<file path="src/rtl/text_ram_pkg.sv">
// Shared constants and encodings for the overlay text RAM write arbiter.
package text_ram_pkg;

  localparam int ADDR_W = 11;
  localparam int DATA_W = 8;
  localparam logic [DATA_W-1:0] CLEAR_CHAR = 8'h20;

  typedef enum logic [1:0] {
    SRC_NONE = 2'd0,
    SRC_KB   = 2'd1,
    SRC_HOST = 2'd2,
    SRC_CLR  = 2'd3
  } src_e;

  typedef enum logic [1:0] {
    IDLE  = 2'd0,
    WRITE = 2'd1,
    CLEAR = 2'd2,
    DONE  = 2'd3
  } state_e;

endpackage

</file>
<file path="src/rtl/text_ram_rr2.sv">
// Two-input round-robin picker; req[0] is the keyboard, req[1] the host.
module text_ram_rr2 (
  input  logic       clk,
  input  logic       rst_n,
  input  logic [1:0] i_req,
  input  logic       i_update,
  output logic [1:0] o_grant
);

  // r_last_host is kept as "host owns the next tie", so the reset value hands the first tie to kb.
  logic r_last_host;
  logic w_pick_host;

  // One-hot grant from the current requests and the turn bit.
  always_comb begin
    w_pick_host = i_req[1] & (~i_req[0] | r_last_host);
    if (w_pick_host) begin
      o_grant = 2'b10;
    end else if (i_req[0]) begin
      o_grant = 2'b01;
    end else begin
      o_grant = 2'b00;
    end
  end

  // Turn bit flips toward the requester that was not just served.
  always_ff @(posedge clk or negedge rst_n) begin
    if (!rst_n) begin
      r_last_host <= 1'b0;
    end else if (i_update && (o_grant != 2'b00)) begin
      r_last_host <= o_grant[0];
    end else begin
      r_last_host <= r_last_host;
    end
  end

endmodule

</file>
<file path="src/rtl/text_ram_arbiter.sv">
// Owns the text RAM write port: arbitrates keyboard/host writes and runs the full-screen clear.
module text_ram_arbiter
  import text_ram_pkg::*;
(
  input  logic              clk,
  input  logic              rst_n,
  input  logic              i_kb_req,
  input  logic [ADDR_W-1:0] i_kb_addr,
  input  logic [DATA_W-1:0] i_kb_data,
  output logic              o_kb_ack,
  input  logic              i_host_req,
  input  logic [ADDR_W-1:0] i_host_addr,
  input  logic [DATA_W-1:0] i_host_data,
  output logic              o_host_ack,
  input  logic              i_clr_start,
  output logic              o_clr_busy,
  output logic              o_clr_done,
  output logic              o_ram_en,
  output logic [ADDR_W-1:0] o_ram_addr,
  output logic [DATA_W-1:0] o_ram_din,
  output logic [1:0]        o_grant_src
);

  localparam logic [ADDR_W-1:0] CNT_ZERO = {ADDR_W{1'b0}};
  localparam logic [ADDR_W-1:0] CNT_ONE  = {{(ADDR_W-1){1'b0}}, 1'b1};
  localparam logic [ADDR_W-1:0] CNT_LAST = {ADDR_W{1'b1}};

  state_e            r_state, w_state;
  logic              r_clr_pend, w_clr_pend;
  logic [ADDR_W-1:0] r_clr_cnt, w_clr_cnt;
  logic              r_ram_en, w_ram_en;
  logic [ADDR_W-1:0] r_ram_addr, w_ram_addr;
  logic [DATA_W-1:0] r_ram_din, w_ram_din;
  logic              r_kb_ack, w_kb_ack;
  logic              r_host_ack, w_host_ack;
  logic              r_clr_busy, w_clr_busy;
  logic              r_clr_done, w_clr_done;
  logic [1:0]        r_grant_src, w_grant_src;
  logic              w_rr_update;
  logic [1:0]        w_grant;

  text_ram_rr2 u_rr2 (
    .clk      (clk),
    .rst_n    (rst_n),
    .i_req    ({i_host_req, i_kb_req}),
    .i_update (w_rr_update),
    .o_grant  (w_grant)
  );

  // Next state and next value of every registered output.
  always_comb begin
    w_state     = r_state;
    w_clr_pend  = r_clr_pend;
    w_clr_cnt   = r_clr_cnt;
    w_ram_en    = 1'b0;
    w_ram_addr  = r_ram_addr;
    w_ram_din   = r_ram_din;
    w_kb_ack    = 1'b0;
    w_host_ack  = 1'b0;
    w_clr_busy  = 1'b0;
    w_clr_done  = 1'b0;
    w_grant_src = SRC_NONE;
    w_rr_update = 1'b0;
    case (r_state)
      IDLE: begin
        if (r_clr_pend || i_clr_start) begin
          w_state     = CLEAR;
          w_clr_pend  = 1'b0;
          w_clr_cnt   = CNT_ZERO;
          w_ram_en    = 1'b1;
          w_ram_addr  = CNT_ZERO;
          w_ram_din   = CLEAR_CHAR;
          w_clr_busy  = 1'b1;
          w_grant_src = SRC_CLR;
        end else if (w_grant[0]) begin
          w_state     = WRITE;
          w_ram_en    = 1'b1;
          w_ram_addr  = i_kb_addr;
          w_ram_din   = i_kb_data;
          w_kb_ack    = 1'b1;
          w_grant_src = SRC_KB;
          w_rr_update = 1'b1;
        end else if (w_grant[1]) begin
          w_state     = WRITE;
          w_ram_en    = 1'b1;
          w_ram_addr  = i_host_addr;
          w_ram_din   = i_host_data;
          w_host_ack  = 1'b1;
          w_grant_src = SRC_HOST;
          w_rr_update = 1'b1;
        end else begin
          w_state = IDLE;
        end
      end
      WRITE: begin
        w_state = IDLE;
        if (i_clr_start) begin
          w_clr_pend = 1'b1;
        end else begin
          w_clr_pend = r_clr_pend;
        end
      end
      CLEAR: begin
        // r_clr_cnt is the address being written in the current cycle.
        if (r_clr_cnt == CNT_LAST) begin
          w_state    = DONE;
          w_clr_busy = 1'b1;
          w_clr_done = 1'b1;
        end else begin
          w_clr_cnt   = r_clr_cnt + CNT_ONE;
          w_ram_en    = 1'b1;
          w_ram_addr  = r_clr_cnt + CNT_ONE;
          w_ram_din   = CLEAR_CHAR;
          w_clr_busy  = 1'b1;
          w_grant_src = SRC_CLR;
        end
      end
      DONE: begin
        w_state = IDLE;
      end
      default: begin
        w_state = IDLE;
      end
    endcase
  end

  // State, clear bookkeeping and all RAM-side outputs register together.
  always_ff @(posedge clk or negedge rst_n) begin
    if (!rst_n) begin
      r_state     <= IDLE;
      r_clr_pend  <= 1'b0;
      r_clr_cnt   <= CNT_ZERO;
      r_ram_en    <= 1'b0;
      r_ram_addr  <= CNT_ZERO;
      r_ram_din   <= {DATA_W{1'b0}};
      r_kb_ack    <= 1'b0;
      r_host_ack  <= 1'b0;
      r_clr_busy  <= 1'b0;
      r_clr_done  <= 1'b0;
      r_grant_src <= SRC_NONE;
    end else begin
      r_state     <= w_state;
      r_clr_pend  <= w_clr_pend;
      r_clr_cnt   <= w_clr_cnt;
      r_ram_en    <= w_ram_en;
      r_ram_addr  <= w_ram_addr;
      r_ram_din   <= w_ram_din;
      r_kb_ack    <= w_kb_ack;
      r_host_ack  <= w_host_ack;
      r_clr_busy  <= w_clr_busy;
      r_clr_done  <= w_clr_done;
      r_grant_src <= w_grant_src;
    end
  end

  assign o_ram_en    = r_ram_en;
  assign o_ram_addr  = r_ram_addr;
  assign o_ram_din   = r_ram_din;
  assign o_kb_ack    = r_kb_ack;
  assign o_host_ack  = r_host_ack;
  assign o_clr_busy  = r_clr_busy;
  assign o_clr_done  = r_clr_done;
  assign o_grant_src = r_grant_src;

endmodule

</file>
<file path="config.mk">
export PLATFORM = sky130hd
export DESIGN_NAME = text_ram_arbiter
export DESIGN_NICKNAME = d
export VERILOG_FILES = /design/src/rtl/text_ram_pkg.sv /design/src/rtl/text_ram_rr2.sv /design/src/rtl/text_ram_arbiter.sv
export SDC_FILE = /design/constraint.sdc
export NUM_CORES = 1
export LEC_CHECK = 0
export ABC_AREA = 1
export CORE_UTILIZATION = 46
export DETAILED_ROUTE_END_ITERATION = 8
export PLACE_DENSITY = 0.8
export SYNTH_ARGS = -nofsm -noshare
export SYNTH_HDL_FRONTEND = slang
export SYNTH_SLANG_ARGS = --single-unit
</file>
<file path="constraint.sdc">
create_clock -name clk -period 2 [get_ports clk]
set_input_delay 0.3 -clock clk [delete_from_list [all_inputs] [get_ports clk]]
set_output_delay 0.3 -clock clk [all_outputs]
set_load 0.01 [all_outputs]
</file>
==> out/metrics.yaml, run 1 <==
outcome: "completed"
clockBufferDepth: 2
rows: 24
worst_pin_slew_ns: 0.499
final_cell_mix: "nand2_1 (133), clkdlybuf4s50_1 (67), dfrtp_1 (41), inv_1 (23), nor2_1 (14)"
ys_ff_latch: 41
powerDensity_mw_per_mm2: 1220
multi_input_area_sq_um: 957
finalCriticalPeriod_ns: 1.72
first_pass_iters: 4
setup-violations-final: 0
postSynthCellCount: 288
final_layout_size_suffix_gt1_frac: 0.0854
areaGrowthSynthToFinish_pct: 40.7
clock.fmax_mhz: 582
nNetsFinal: 406
routabilityCongestion: 0.847
ys_types: 26
cts_resized: 0
p_leak_nw: 1.46
timing.rr.end: "o_ram_addr[10]"
h-tree-depth: 2
drv_cap: 0
hold_ws_ns: 0.0615
ioPinCount: 69
r2r_cells: 9
finalSetupTns_ns: 0
final-max-slew-violation-count: 0
worstSkewPairLatency_ns: 0.29
vias_per_cell: 5.02
finalWirelength_mm: 5.16
cp_max_fo: 19
cts_root_buf: "clkbuf_8"
synth.yosys.warnings: 0
crit_path_start_kind: "register"
rsz0062_at_grt: "no"
seq_area_frac_synth: 0.478
numCtsBuffers: 5
preCtsSetupSlack_ns: 0.161
avgSynthCellArea_sq_um: 7.45
n_antenna_cell: 0
route.detailed.drc: 0
critPathCaptureType: "register"
core-area_sq_mm: 0.00441
final_common_cell: "nand2_1"
clk_pin_slew_ns: 0.08
reg2reg_slack_ns: 0.28
crit_arrival_ns: 1.90
dp_hpwl_mm: 3.83
die_h_microns: 70.3
clock_sinks: 41
grt_usage: 0.224
cts_setup_buffers: 0
start_util: 0.486
grt_pass1_wl_mm: 8.80
stdcell_area_sq_mm: 0.00302
cts_tree: "built"
wl_per_cell_microns: 12.4
grt_pass1_vias: 1964
antenna_found_initial: 0
grt_max_degree: 42
vias: 2084
slew_headroom: 0.667
grt.overflow.total: 0
drtIter0Drc: 111
register_area_sq_mm: 0.00103
dieArea_sq_mm: 0.00494
worstSetupPathType: "register to register"
rr_startpoint: "r_clr_cnt[0]"
worstPathRequired_ns: 2.18
placed_area_sq_mm: 0.00290
finalHoldViolCount: 0
synthesis.nets: 332
final_antenna_net_count: 0
finClkSkew_ns: 0.00455
postCtsHoldBufs: 0
setup_slack_ns: 0.281
fin_crit_sh: 0.860
die_x_microns: 70.3
worst_hold_path_type: "input pin to asynchronous set/reset pin"
final.fill_count: 365
io_buffers: 68
vdd_drop_max_mv: 0.706
syn_area_sq_mm: 0.00215
-- final cells by class --
cell class,instances,share of cell area
clock buffer,6,0.0274
multi-input combinational,212,0.317
inverter,26,0.0340
clock inverter,2,0.0124
tap,52,0.0215
sequential,41,0.340
timing repair buffer,76,0.248
-- report_power, final --
group	leakage, nW	internal, mW	switching (mW)	total [mW]
Clock	0.0574	0.406	0.285	0.691
Sequential	0.519	1.07	0.172	1.24
Combinational	0.887	0.717	1.02	1.73
Total	1.46	2.20	1.47	3.67
-- synth_stat cells --
| cell | number | area (sq um) |
|---|---|---|
| nand2_2 | 2 | 12.5 |
| nor2_2 | 2 | 12.5 |
| nand2_1 | 133 | 499 |
| o211ai_1 | 11 | 82.6 |
| a21oi_1 | 10 | 50.1 |
| o21ai_1 | 5 | 25.0 |
| o21ai_0 | 10 | 50.1 |
| a21oi_2 | 1 | 8.76 |
| nor2_4 | 2 | 22.5 |
| dfrtp_1 | 41 | 1030 |
| clkinv_4 | 1 | 8.76 |
| inv_1 | 23 | 86.3 |
| o21bai_1 | 2 | 15.0 |
| buf_2 | 3 | 15.0 |
| nor2_1 | 14 | 52.6 |
| clkbuf_1 | 2 | 7.51 |
| ha_1 | 1 | 12.5 |
| nand3_1 | 12 | 60.1 |
| nand4_1 | 1 | 6.26 |
| nand3_2 | 3 | 30.0 |
| clkinv_1 | 1 | 3.75 |
| buf_4 | 2 | 15.0 |
| or2_2 | 2 | 12.5 |
| buf_6 | 2 | 22.5 |
| inv_2 | 1 | 3.75 |
| nor3_1 | 1 | 5.00 |
-- per-layer routing --
layer / vias up / GRT usage / wire length (microns)
li1: 1054 / - / -
met5: - / 0 / 0
met2: 79 / 0.371 / 2450
met1: 943 / 0.288 / 2300
met3: 8 / 0.0505 / 323
met4: 0 / 0.0733 / 95
-- per-stage QoR --
step	total power, mW	utilization	std cells
after global placement	2.94	0.657	407
after detailed placement	2.99	0.657	407
after CTS	3.70	0.684	415
after floorplan	2.32	-	288
final	3.67	0.684	415
after global routing	3.97	0.684	415
-- how the worst max path moves through the flow --
stage                             from        endpoint  slack, ns
after global placement        i_kb_req    o_ram_din[5]       0.17
after CTS                 r_clr_cnt[0]    o_ram_din[7]       0.27
final                     r_clr_cnt[0]  o_ram_addr[10]       0.28
after global routing      r_clr_cnt[0]    o_ram_din[5]       0.13
after floorplan           r_clr_cnt[0]  o_ram_addr[10]       0.53
after detailed placement      i_kb_req    o_ram_din[5]       0.16
-- kinds of logic (layout without fill, tap and decap cells) --
kind of cell,Yosys count,in the layout,synth area share
and+or+nand+nor,172,172,0.332
DFF,41,41,0.478
AOI/OAI and AO/OA,39,39,0.108
buffers and inverters,35,110,0.0758
adders and majority gates,1,1,0.00583
-- sequential cells by signal (all words and copies together) (netlist names) --
name / count
o_ram_addr: 11
o_host_ack: 1
o_ram_en: 1
o_clr_busy: 1
o_clr_done: 1
r_clr_cnt: 11
o_kb_ack: 1
r_clr_pend: 1
o_ram_din: 8
r_state: 2
o_grant_src: 2
u_rr2.r_last_host: 1
-- worst max-delay path, cell delays in order, from the launching register on --
cell and delay [ns]:
dfrtp_1 0.42, ha_1 0.23, nand2_1 0.17, nor2_4 0.07
nand3_2 0.09, nand2_2 0.08, nand2_2 0.20, clkinv_4 0.19
nand2_1 0.10, nand2_1 0.05
No activity file was read; power rests on OpenSTA's default activity.
==> inputs of run 2 (changes only) <==
- RECOVER_POWER: unset -> 25
==> run 2 against run 1 <==
Net effect:
- sequential power hardly changed
- critical endpoint unchanged
- highest routed layer unchanged
- clock-buffer cell count stayed put
- largest power group unchanged
- sequential cell count stayed put
==> out/metrics.yaml, run 2 (synthesis gave the netlist of run 1 again) <==
stdcell_area_sq_mm: 0.00302
worstPathRequired_ns: 2.18
critPathCaptureType: "register"
clock.fmax_mhz: 578
power.total_mw: 3.67
clk_pin_slew_ns: 0.08
slew_headroom: 0.346
clock_sinks: 41
route.detailed.drc: 0
start_util: 0.486
final-max-slew-violation-count: 0
rsz0062_at_grt: "no"
grt.overflow.total: 0
final_common_cell: "nand2_1"
worstPathCellList: "ha_1 > nand2_1 > nor2_4 > nand3_2 > nand2_2 > nand2_2 > clkinv_4 > nand2_1 > nand2_1"
final.fill_count: 365
cts_tree: "built"
timing.rr.end: "o_ram_addr[10]"
numCtsBuffers: 5
finalHoldViolCount: 0
cts_resized: 0
worstSetupPathType: "register to register"
dieArea_sq_mm: 0.00494
crit_path_start_kind: "register"
die_x_microns: 70.3
dp_hpwl_mm: 3.83
worst_hold_path_type: "input pin to asynchronous set/reset pin"
setup_slack_ns: 0.270
cts_root_buf: "clkbuf_8"
final_layout_size_suffix_gt1_frac: 0.0854
cp_common_cell: "nand2_1"
finalSetupTns_ns: 0
cp_max_fo: 19
grt_pass1_wl_mm: 8.80
worst_pin_slew_ns: 0.981
wl_per_cell_microns: 12.5
die_h_microns: 70.3
core-area_sq_mm: 0.00441
slowest_delay_ns: 0.42
n_antenna_cell: 0
grt_pass1_vias: 1964
crit_arrival_ns: 1.91
p_leak_nw: 1.46
drv_cap: 0
io_buffers: 68
areaGrowthSynthToFinish_pct: 40.6
finClkSkew_ns: 0.00451
h-tree-depth: 2
preCtsSetupSlack_ns: 0.161
rr_startpoint: "r_clr_cnt[0]"
antenna_found_initial: 0
ioPinCount: 69
vdd_drop_max_mv: 0.706
cts_setup_buffers: 0
clockBufferDepth: 2
finalCriticalPeriod_ns: 1.73
vias: 2087
worstSkewPairLatency_ns: 0.29
critPathSlowestCell: "dfrtp_1"
setup-violations-final: 0
nNetsFinal: 406
postCtsHoldBufs: 0
final_cell_mix: "nand2_1 (133), clkdlybuf4s50_1 (67), dfrtp_1 (41), inv_1 (23), nor2_1 (14)"
outcome: "completed"
rows: 24
grt_usage: 0.224
routabilityCongestion: 0.847
r2r_cells: 9
fin_crit_sh: 0.865
powerDensity_mw_per_mm2: 1220
drtIter0Drc: 111
grt_max_degree: 42
vias_per_cell: 5.03
final_antenna_net_count: 0
finalWirelength_mm: 5.17
reg2reg_slack_ns: 0.27
first_pass_iters: 4
placed_area_sq_mm: 0.00290
[run 2: layout make-up]
type / instances / area [sq um] / area share
flip-flops and latches: 41 / 1030 / 0.340
multi-input cells: 212 / 957 / 0.317
repair buffers: 76 / 746 / 0.247
inverters: 26 / 103 / 0.0340
clock buffers: 6 / 82.6 / 0.0274
well taps: 52 / 65.1 / 0.0216
clock inverters: 2 / 37.5 / 0.0124
[run 2: worst max-delay path by stage]
stage                 start             end  cells after the start
2_1_floorplan  r_clr_cnt[0]  o_ram_addr[10]                     10
3_3_place_gp       i_kb_req    o_ram_din[5]                      9
3_5_place_dp       i_kb_req    o_ram_din[5]                      9
4_1_cts        r_clr_cnt[0]    o_ram_din[7]                      9
5_1_grt        r_clr_cnt[0]    o_ram_din[5]                      9
6_report       r_clr_cnt[0]  o_ram_addr[10]                      9
[run 2: through the flow]
step                      utilization  cells  hold WS, ns
after CTS                       0.684    415       0.0746
final                           0.683    415        0.244
after detailed placement        0.657    407        0.394
after global routing            0.683    415        0.335
after global placement          0.657    407        0.385
after floorplan                     -    288      0.00441
[run 2: layer usage]
metal,vias to the layer above,share of wire,GRT usage
li1,1054,-,-
met1,946,0.45,0.288
met2,79,0.47,0.371
met3,8,0.063,0.0505
met4,0,0.018,0.0733
met5,-,0,0
[run 2: report_power, final]
part | leakage (nW) | total (mW) | switching [mW] | internal, mW
Combinational | 0.886 | 1.74 | 1.02 | 0.716
Clock | 0.0574 | 0.691 | 0.285 | 0.406
Sequential | 0.519 | 1.25 | 0.172 | 1.07
Total | 1.46 | 3.67 | 1.48 | 2.20
[run 2: critical path: cells and delay by family, from the launching register on]
family / cells / cell delay [ns]
simple gates: 7 / 0.76
flops: 1 / 0.42
fa+ha+maj: 1 / 0.24
buf+inv: 1 / 0.19
